## config.mk

```make
export PLATFORM = sky130hd
export DESIGN_NAME = pc_next_unit
export DESIGN_NICKNAME = d
export VERILOG_FILES = /design/src/rtl/pc_next_unit.sv
export SDC_FILE = /design/constraint.sdc
export NUM_CORES = 1
export LEC_CHECK = 0
export CORE_MARGIN = 2
export CORE_UTILIZATION = 45
export CTS_CLUSTER_DIAMETER = 80
export CTS_CLUSTER_SIZE = 28
export DETAILED_ROUTE_END_ITERATION = 10
export PLACE_DENSITY = 0.87
export SYNTH_ARGS = -nofsm -noshare
export SYNTH_HDL_FRONTEND = slang
export SYNTH_SLANG_ARGS = --single-unit
```

## constraint.sdc

```tcl
create_clock -name clk -period 3.2 [get_ports clk]
set_clock_uncertainty 0.15 [all_clocks]
set_input_delay 0.48 -clock clk [delete_from_list [all_inputs] [get_ports clk]]
set_output_delay 0.48 -clock clk [all_outputs]
set_load 0.005 [all_outputs]
```

## src/rtl/pc_next_unit.sv

```systemverilog
// Program counter and next-PC selection for the fetch stage, including the
// instruction-memory request handshake and a pending-redirect register.
// Latency: a redirect coincident with Fetch_fire reaches Pc at the next edge.
// Backpressure: ~Imem_ready or Stall blocks the fire; redirects that arrive
// while blocked are held, newest wins, and applied on the next fire.
//
// Ports:
//   clk, rst        clock (rising edge) and asynchronous active-high reset
//   Stall           pipeline hazard stall, gates Fetch_fire
//   Id_pc_plus4     PC+4 of the decode-stage instruction (branch base, jump region)
//   Jump/Jump_target28            J/JAL pulse and shifted instr_index
//   Branch_taken/Branch_offset    taken-branch pulse and shifted sign-extended offset
//   Jr/Jr_target                  JR/JALR pulse and register value
//   Imem_ready      instruction memory can accept a request
//   Pc, Pc_plus4    current fetch address and Pc + 4
//   Fetch_req       request to instruction memory (low only in BOOT)
//   Fetch_fire      Fetch_req & Imem_ready & ~Stall
//   Misaligned      sticky flag, set by a JR target with nonzero bits [1:0]
//   Redirect_cnt    saturating count of redirects written to Pc
//
// Optional feature: define PC_REDIRECT_CNT_EN to build the redirect counter;
// otherwise Redirect_cnt is tied to zero.

module pc_next_unit #(
    parameter logic [31:0] RESET_PC = 32'h0000_0000,
    parameter int          CNT_W    = 16
) (
    input  logic             clk,
    input  logic             rst,
    input  logic             Stall,
    input  logic [31:0]      Id_pc_plus4,
    input  logic             Jump,
    input  logic [27:0]      Jump_target28,
    input  logic             Branch_taken,
    input  logic [31:0]      Branch_offset,
    input  logic             Jr,
    input  logic [31:0]      Jr_target,
    input  logic             Imem_ready,
    output logic [31:0]      Pc,
    output logic [31:0]      Pc_plus4,
    output logic             Fetch_req,
    output logic             Fetch_fire,
    output logic             Misaligned,
    output logic [CNT_W-1:0] Redirect_cnt
);

    typedef enum logic [1:0] {BOOT, RUN, PEND} state_t;

    state_t      state, state_nxt;
    // Only word addresses are stored, so Pc[1:0] is 00 by construction.
    logic [31:2] pc_q, pc_nxt;
    logic [31:2] pend_tgt, pend_tgt_nxt;
    logic        pend_vld, pend_vld_nxt;
    logic        mis_q;

    logic        redir_vld;
    logic [31:2] redir_tgt;
    logic [31:2] br_tgt;

    // Byte-offset bits of word-aligned inputs carry no information.
    logic        unused_low_bits;
    assign unused_low_bits = ^{Id_pc_plus4[1:0], Branch_offset[1:0], Jump_target28[1:0]};

    // Both operands are word aligned, so the add is done on word addresses.
    assign br_tgt = Id_pc_plus4[31:2] + Branch_offset[31:2];

    // Priority Jr > Jump > Branch; only the winner's target is used.
    assign redir_vld = Jr | Jump | Branch_taken;
    always_comb begin
        redir_tgt = br_tgt;
        if (Jr)
            redir_tgt = Jr_target[31:2];
        else if (Jump)
            redir_tgt = {Id_pc_plus4[31:28], Jump_target28[27:2]};
    end

    assign Fetch_req  = (state != BOOT);
    assign Fetch_fire = Fetch_req & Imem_ready & ~Stall;
    assign Pc         = {pc_q, 2'b00};
    assign Pc_plus4   = {pc_q + 30'd1, 2'b00};
    assign Misaligned = mis_q;

    always_comb begin
        state_nxt    = state;
        pc_nxt       = pc_q;
        pend_tgt_nxt = pend_tgt;
        pend_vld_nxt = pend_vld;
        case (state)
            BOOT: state_nxt = RUN;
            RUN: begin
                if (Fetch_fire) begin
                    pc_nxt = redir_vld ? redir_tgt : (pc_q + 30'd1);
                end else if (redir_vld) begin
                    pend_tgt_nxt = redir_tgt;
                    pend_vld_nxt = 1'b1;
                    state_nxt    = PEND;
                end
            end
            PEND: begin
                if (Fetch_fire) begin
                    // A fresh pulse supersedes the held target.
                    pc_nxt       = redir_vld ? redir_tgt : pend_tgt;
                    pend_vld_nxt = 1'b0;
                    state_nxt    = RUN;
                end else if (redir_vld) begin
                    pend_tgt_nxt = redir_tgt;
                end
            end
            default: state_nxt = BOOT;
        endcase
    end

    always_ff @(posedge clk or posedge rst) begin
        if (rst) begin
            state    <= BOOT;
            pc_q     <= RESET_PC[31:2];
            pend_tgt <= '0;
            pend_vld <= 1'b0;
            mis_q    <= 1'b0;
        end else begin
            state    <= state_nxt;
            pc_q     <= pc_nxt;
            pend_tgt <= pend_tgt_nxt;
            pend_vld <= pend_vld_nxt;
            if (Jr && (Jr_target[1:0] != 2'b00))
                mis_q <= 1'b1;
        end
    end

`ifdef PC_REDIRECT_CNT_EN
    logic [CNT_W-1:0] cnt_q;
    logic             redir_apply;

    // A redirect lands in Pc on a fire with a live pulse or out of PEND.
    assign redir_apply  = Fetch_fire & (redir_vld | (state == PEND));
    assign Redirect_cnt = cnt_q;

    always_ff @(posedge clk or posedge rst) begin
        if (rst)
            cnt_q <= '0;
        else if (redir_apply && (cnt_q != {CNT_W{1'b1}}))
            cnt_q <= cnt_q + CNT_W'(1);
    end
`else
    assign Redirect_cnt = '0;
`endif

endmodule
```

==> run_results.csv, run 1 <==
group,metric,value,unit
outcome,status,"complete, no violations",
global_routing,grtUsageTotal,28.4,%
worst_setup_path,cp_top_family,"simple AND/OR/NAND/NOR gates",
worst_setup_path,cpPeakStageDelay,0.55,ns
worst_setup_path,path_cells,"and4_4 > and3_2 > nand3_2 > nor2_1 > nand2_1 > nor2_1 > xor2_1 > clkdlybuf4s50_1",
clocking,htree_num_levels,3,
logic_synthesis,synth.distinct_cells,69,
clocking,cts.sinks,63,
logic_synthesis,synth_edf_count,0,
clocking,cts_inserted_buffers,9,
timing,period_minus_slack,3.16,ns
logic_synthesis,synthArstFlopShare,100,%
worst_setup_path,crit_path_end_kind,"output port",
logic_synthesis,netlist_area,5860,sq um
timing,hold_slack,0.324,ns
timing,timing.fmax,0.316,GHz
route,wl,20.6,mm
worst_setup_path,worstSetupPathType,"reg -> out",
global_routing,grt_max_degree,39,
min_path,min_path_type,"reg -> reg",
floorplanning,rows,41,
route,drc,0,
floorplanning,core,12700,sq um
route,antenna_left,0,
clocking,clk_latency,0.33,ns
floorplanning,initial_core_util,46.3,%
cells_and_area,nFillCells,952,
logic_synthesis,synthCells,723,
logic_synthesis,synth_seq_area_share,26.9,%
floorplanning,ios,214,
worst_setup_path,cp-start-kind,"flop",
logic_synthesis,synth_commonest_cells,"nand2_1, dfrtp_1, nor2_1",
logic_synthesis,synth_top_flop_cell,"dfrtp_1",
route,drt_iter0_drc,648,
placement,io_buffer_count,187,
worst_setup_path,crit_buf_inv,1,
route,wl_per_cell,17.8,um
power,seqPwrFrac,25.5,%
power,p_leak,3.89,nW
cells_and_area,area_delta_synth_final,52.9,%
timing,timing_hold_violations_final,0,
logic_synthesis,synth_top_area_share,26.9,%
floorplanning,die_h,118,um
global_routing,grt_pass1_wl,32.5,mm
global_routing,grt_pass1_vias,6458,
timing,finalCritPeriodShare,98.7,%
cells_and_area,antenna_cells,0,
placement,post-place-ws,-0.532,ns
clocking,path_clk_slew,0.05,ns
cells_and_area,post-route-util,70.7,%
cells_and_area,layout-drive-gt1-share,16.6,%
power,irDropWorstVdd,0.426,mV
timing,drv_slew,0,
route,drt-vias-per-instance,5.83,
timing,fin_ws,0.0402,ns
logic_synthesis,yosysWarnings,0,
power,pwr-share-comb,57.7,%
logic_synthesis,syn_avg_cell_area,8.11,sq um
logic_synthesis,synth_area_leader_cell,"dfrtp_1",
placement,dpl_cell_area,8380,sq um
cells_and_area,area.sequential,1580,sq um
worst_setup_path,cp.arrival,2.53,ns
floorplanning,die_area,14000,sq um
power,power.net_switching,2.35,mW
clocking,cts_root_buffer,"clkbuf_16",
logic_synthesis,synth_seq_cells,63,
power,power,6.06,mW
power,switching_share,38.8,%
placement,place_congestion,0.870,
logic_synthesis,synth.most_common_cell,"nand2_1",
floorplanning,die_x,118,um
route,drt-pass1-iter-count,5,
power,power_density,676,nW/um^2
cells_and_area,multi_input_area,4110,sq um
timing,tightest_slew,1.12,ns
worst_setup_path,crit_fanout,6,
power,p_clk_share,16.8,%
timing,finalSetupViolations,0,
worst_setup_path,critPathRequiredTime,2.57,ns
global_routing,antenna_found_initial,0,
flow_run,cap_violations,0,
power,p_int,3.71,mW
logic_synthesis,synth.area.top_cells,"dfrtp_1, ha_1, o21ai_0",
clocking,cts_buffer_depth,2,
global_routing,grt-ovfl-total,0,
cells_and_area,nets,1143,
cells_and_area,fin_area,8960,sq um
worst_setup_path,worst_path_most_repeated_cell,"nor2_1",
clocking,cts_tree,"built",
timing,max_slew_margin,24.9,%
route,vias,6731,
worst_setup_path,slowest_stage,"clkdlybuf4s50_1",
placement,dp_hpwl,15.6,mm
==> final cells by class <==
cell class / count / share of cell area (%)
multi-input combinational: 595 / 45.9
timing repair buffer: 288 / 29.8
sequential: 63 / 17.6
clock buffer: 13 / 3.02
tap: 172 / 2.40
inverter: 21 / 0.880
clock inverter: 3 / 0.447
==> through the flow <==
| step | cells | setup TNS [ns] |
|---|---|---|
| after floorplan | 742 | 0 |
| after global placement | 1128 | -9.21 |
| after detailed placement | 1128 | -10.95 |
| after CTS | 1149 | -0.00364 |
| after global routing | 1155 | -0.182 |
| final | 1155 | 0 |
==> worst paths after layout <==
| kind | startpoint | endpoint | slack (ns) | depth (start not counted) |
|---|---|---|---|---|
| max in group asynchronous | rst | pc_q[2]$_DFFE_PP0P_ | 1.88 | 3 |
| hold reg to reg | pend_tgt[8]$_DFFE_PP0P_ | pend_tgt[8]$_DFFE_PP0P_ | 0.32 | 2 |
| setup / recovery | pc_q[13]$_DFFE_PP0P_ | Pc_plus4[31] | 0.04 | 8 |
| setup reg to reg | state[0]$_DFFE_PP0P_ | pend_tgt[30]$_DFFE_PP0P_ | 0.25 | 8 |
| min in group asynchronous | rst | pc_q[8]$_DFFE_PP0P_ | 0.40 | 2 |
| hold / removal | pend_tgt[8]$_DFFE_PP0P_ | pend_tgt[8]$_DFFE_PP0P_ | 0.32 | 2 |
==> layer usage <==
layer / track usage [%] / up-vias / part of all wire (%)
li1: - / 3135 / -
met1: 38.1 / 3141 / 41
met2: 46.4 / 424 / 47
met3: 5.33 / 31 / 10
met4: 8.81 / 0 / 1.9
met5: 0 / - / 0
==> kinds of logic (layout without fill, tap and decap cells) <==
| family | count (synthesis) | count (layout) | synth area share (%) |
|---|---|---|---|
| xor gates and xnor gates | 46 | 46 | 6.87 |
| muxes | 20 | 20 | 3.50 |
| AOI/OAI and AO/OA | 244 | 244 | 28.8 |
| DFF | 63 | 63 | 26.9 |
| other | 1 | 20 | 0.0640 |
| buffers and inverters | 84 | 325 | 7.00 |
| adders and majority gates | 34 | 34 | 7.39 |
| and+or+nand+nor | 231 | 231 | 19.5 |
==> cells in the final DEF (no fill, tap or decap), types with 15 or more instances in the layout <==
cell type | netlist | layout
o211ai_1 | 15 | 15
nand2_1 | 66 | 66
conb_1 | 1 | 20
buf_4 | 20 | 99
ha_1 | 33 | 28
mux2i_1 | 16 | 16
a21oi_1 | 46 | 45
nand4_1 | 15 | 15
dfrtp_1 | 63 | 59
a31oi_1 | 17 | 16
nand2b_1 | 25 | 25
nand3_1 | 19 | 16
xnor2_1 | 30 | 29
o21ai_0 | 53 | 46
inv_1 | 21 | 20
clkdlybuf4s50_1 | 0 | 176
nor2_1 | 55 | 53
a21o_1 | 18 | 18
==> power groups by stage <==
stage / clock [mW] / combinational [mW] / sequential [mW]
after floorplan: 0 / 1.67 / 1.51
after global placement: 0 / 3.22 / 1.52
after detailed placement: 0 / 3.30 / 1.54
after CTS: 1.01 / 3.38 / 1.53
after global routing: 1.04 / 3.75 / 1.60
final: 1.02 / 3.49 / 1.55
==> worst reg2reg max path: cells and delay by family (launching register included) <==
kind,cells,cell delay (ns)
simple gates,3,1.39
compound gates,2,0.23
fa+ha+maj,1,0.30
buf+inv,2,0.37
flops,1,0.38
==> sequential cells by signal, indices dropped and copies added, names as in the netlist <==
register	flops
pend_tgt	30
Misaligned	1
pc_q	30
state	2
==> what timing repair did <==
action                                  4_1_cts  5_1_grt
gates resized for setup                       9       40
endpoints found under the hold margin         0        0
pin swaps                                    13       25
endpoints found under the setup margin       18       41
hold buffers                                  0        0
buffers inserted                              5        6
No activity file was read; power rests on OpenSTA's default activity.
==> run 2, diff against run 1 <==
--- a/config.mk
+++ b/config.mk
@@ -6,11 +6,11 @@
 export NUM_CORES = 1
 export LEC_CHECK = 0
 export CORE_MARGIN = 2
-export CORE_UTILIZATION = 45
+export CORE_UTILIZATION = 35
 export CTS_CLUSTER_DIAMETER = 80
 export CTS_CLUSTER_SIZE = 28
 export DETAILED_ROUTE_END_ITERATION = 10
-export PLACE_DENSITY = 0.87
+export PLACE_DENSITY = 0.71
 export SYNTH_ARGS = -nofsm -noshare
 export SYNTH_HDL_FRONTEND = slang
 export SYNTH_SLANG_ARGS = --single-unit
==> run 2 against run 1 <==
Compared with the run above:
- critical path type is now in -> reg
- final cell count up 5.3%
- die area grew 28%
- sequential power about the same
- sequential cell count is the same
- core utilization decreased by 15 points
- first-iteration DRC count shrank 25%
- final area grew 2.4%
- largest cell class unchanged
- register-to-register slack better by 0.48 ns
- sequential share of layout area down 0.45 points
- critical path depth grew 3
==> run_results.csv, run 2 (synthesis gave the netlist of run 1 again) <==
group,metric,value,unit
outcome,status,"complete, no violations",
cells_and_area,layout-drive-gt1-share,18.5,%
timing,drv_slew,0,
worst_setup_path,cp-start-kind,"primary input",
placement,place_congestion,0.949,
route,wl,20.3,mm
worst_setup_path,crit_fanout,2,
floorplanning,ios,214,
worst_setup_path,worstSetupPathType,"in -> reg",
route,antenna_left,0,
clocking,cts_tree,"built",
cells_and_area,area_delta_synth_final,56.6,%
timing,max_slew_margin,49.4,%
route,drt-pass1-iter-count,8,
global_routing,grt-ovfl-total,0,
clocking,htree_num_levels,3,
floorplanning,rows,47,
global_routing,met1_usage,31.7,%
placement,dp_hpwl,16.4,mm
clocking,cts.sinks,63,
worst_setup_path,cp.arrival,3.20,ns
global_routing,grt_use_met2,35.1,%
cells_and_area,reg_top3,"pc_q: 30 flops, pend_tgt: 30 flops, state: 2 flops",
power,irDropWorstVdd,0.383,mV
floorplanning,die_x,133,um
timing,finalCritPeriodShare,98.8,%
power,p_leak,3.97,nW
global_routing,grt_max_degree,35,
route,drc,0,
min_path,min_path_type,"reg -> reg",
cells_and_area,final_common_cell,"clkdlybuf4s50_1",
route,drt-vias-per-instance,5.37,
floorplanning,core,16500,sq um
worst_setup_path,crit_path_end_kind,"flop",
clocking,cts_inserted_buffers,9,
clocking,cts_root_buffer,"clkbuf_16",
clocking,clk_latency,0.33,ns
floorplanning,die_area,17800,sq um
timing,fin_ws,0.0389,ns
route,vias,6530,
placement,post-place-ws,-0.499,ns
timing,timing.fmax,0.316,GHz
cells_and_area,antenna_cells,0,
global_routing,busiest_layer,"met2",
timing,timing_hold_violations_final,0,
flow_run,cap_violations,0,
floorplanning,die_h,133,um
cells_and_area,final_cell_mix,"clkdlybuf4s50_1, buf_4, nand2_1",
global_routing,grt_pass1_vias,6198,
cells_and_area,nFillCells,1507,
cells_and_area,nets,1156,
global_routing,grtUsageTotal,22.5,%
route,drt_iter0_drc,488,
global_routing,antenna_found_initial,0,
floorplanning,initial_core_util,35.6,%
timing,tightest_slew,0.754,ns
timing,period_minus_slack,3.16,ns
clocking,path_clk_slew,0.05,ns
global_routing,grt_util_met3,4.38,%
cells_and_area,area.sequential,1580,sq um
route,wl_per_cell,16.7,um
clocking,cts_buffer_depth,2,
timing,finalSetupViolations,0,
cells_and_area,post-route-util,55.8,%
worst_setup_path,critPathRequiredTime,3.24,ns
global_routing,grt_pass1_wl,32.2,mm
cells_and_area,multi_input_area,4170,sq um
placement,io_buffer_count,187,
power,power_density,668,nW/um^2
==> run 2: cell types whose count changed in the layout (fill, tap and decap cells not counted), sizes merged <==
cell,change
buf,+13
bufinv,+1
clkbuf,-1
clkdlybuf4s50,+2
clkinv,+2
dlygate4sd2,-2
dlymetal6s2s,-2
==> run 2: final cells by class <==
class,count,share of cell area (%)
sequential,63,17.2
clock buffer,10,2.60
clock inverter,6,0.913
tap,220,3.00
multi-input combinational,595,45.4
inverter,21,0.859
timing repair buffer,301,30.0
==> run 2: path summary, 6_finish.rpt <==
path                                              from                      to  slack (ns)  depth (start not counted)
worst max-delay path                   Id_pc_plus4[16]    pc_q[31]$_DFFE_PP0P_        0.04                         11
worst min-delay path            Misaligned$_DFFE_PP0P_  Misaligned$_DFFE_PP0P_        0.32                          1
worst max register to register    state[0]$_DFFE_PP0P_    pc_q[16]$_DFFE_PP0P_        0.73                          7
worst min register to register  Misaligned$_DFFE_PP0P_  Misaligned$_DFFE_PP0P_        0.32                          1
max in group asynchronous                          rst    pc_q[29]$_DFFE_PP0P_        1.86                          3
min in group asynchronous                          rst     pc_q[8]$_DFFE_PP0P_        0.34                          2
==> run 2: power by group <==
part	leakage (nW)	internal, mW	switching, mW
sequential	0.748	1.19	0.334
clock	0.162	0.699	0.350
combinational	3.06	1.92	1.64
==> run 2: what timing repair did <==
item                                    CTS  global route
hold buffers                              0             0
resized for setup                        16            41
pin swaps                                13            31
buffers inserted                          3             6
endpoints found under the setup margin   20            33
==> run 2: layer usage <==
layer / vias to the layer above / share of wire, %
met1: 3052 / 45
met5: - / 0
met4: 0 / 1.9
li1: 3170 / -
met2: 279 / 45
met3: 29 / 7.5
==> run 2: metrics by stage <==
step / TNS, ns / hold WS (ns) / power, mW / area (sq um) / cells
after global placement: -10.24 / 0.300 / 4.89 / 8550 / 1191
after CTS: 0 / 0.317 / 6.06 / 8950 / 1210
after global routing: -0.0332 / 0.331 / 6.53 / 9180 / 1216
after floorplan: 0 / 0.290 / 3.18 / 5930 / 742
final: 0 / 0.315 / 6.14 / 9180 / 1216
after detailed placement: -11.08 / 0.303 / 4.95 / 8550 / 1191
==> run 2: worst max-delay path, cell delays in order <==
cell and delay (ns):
clkdlybuf4s50_1 0.40, ha_1 0.32, a21oi_2 0.16, o211ai_1 0.12, a41o_1 0.28, or4_4 0.48
o2111ai_1 0.23, o211ai_2 0.14, mux2i_1 0.14, a221oi_2 0.30, a31oi_1 0.14
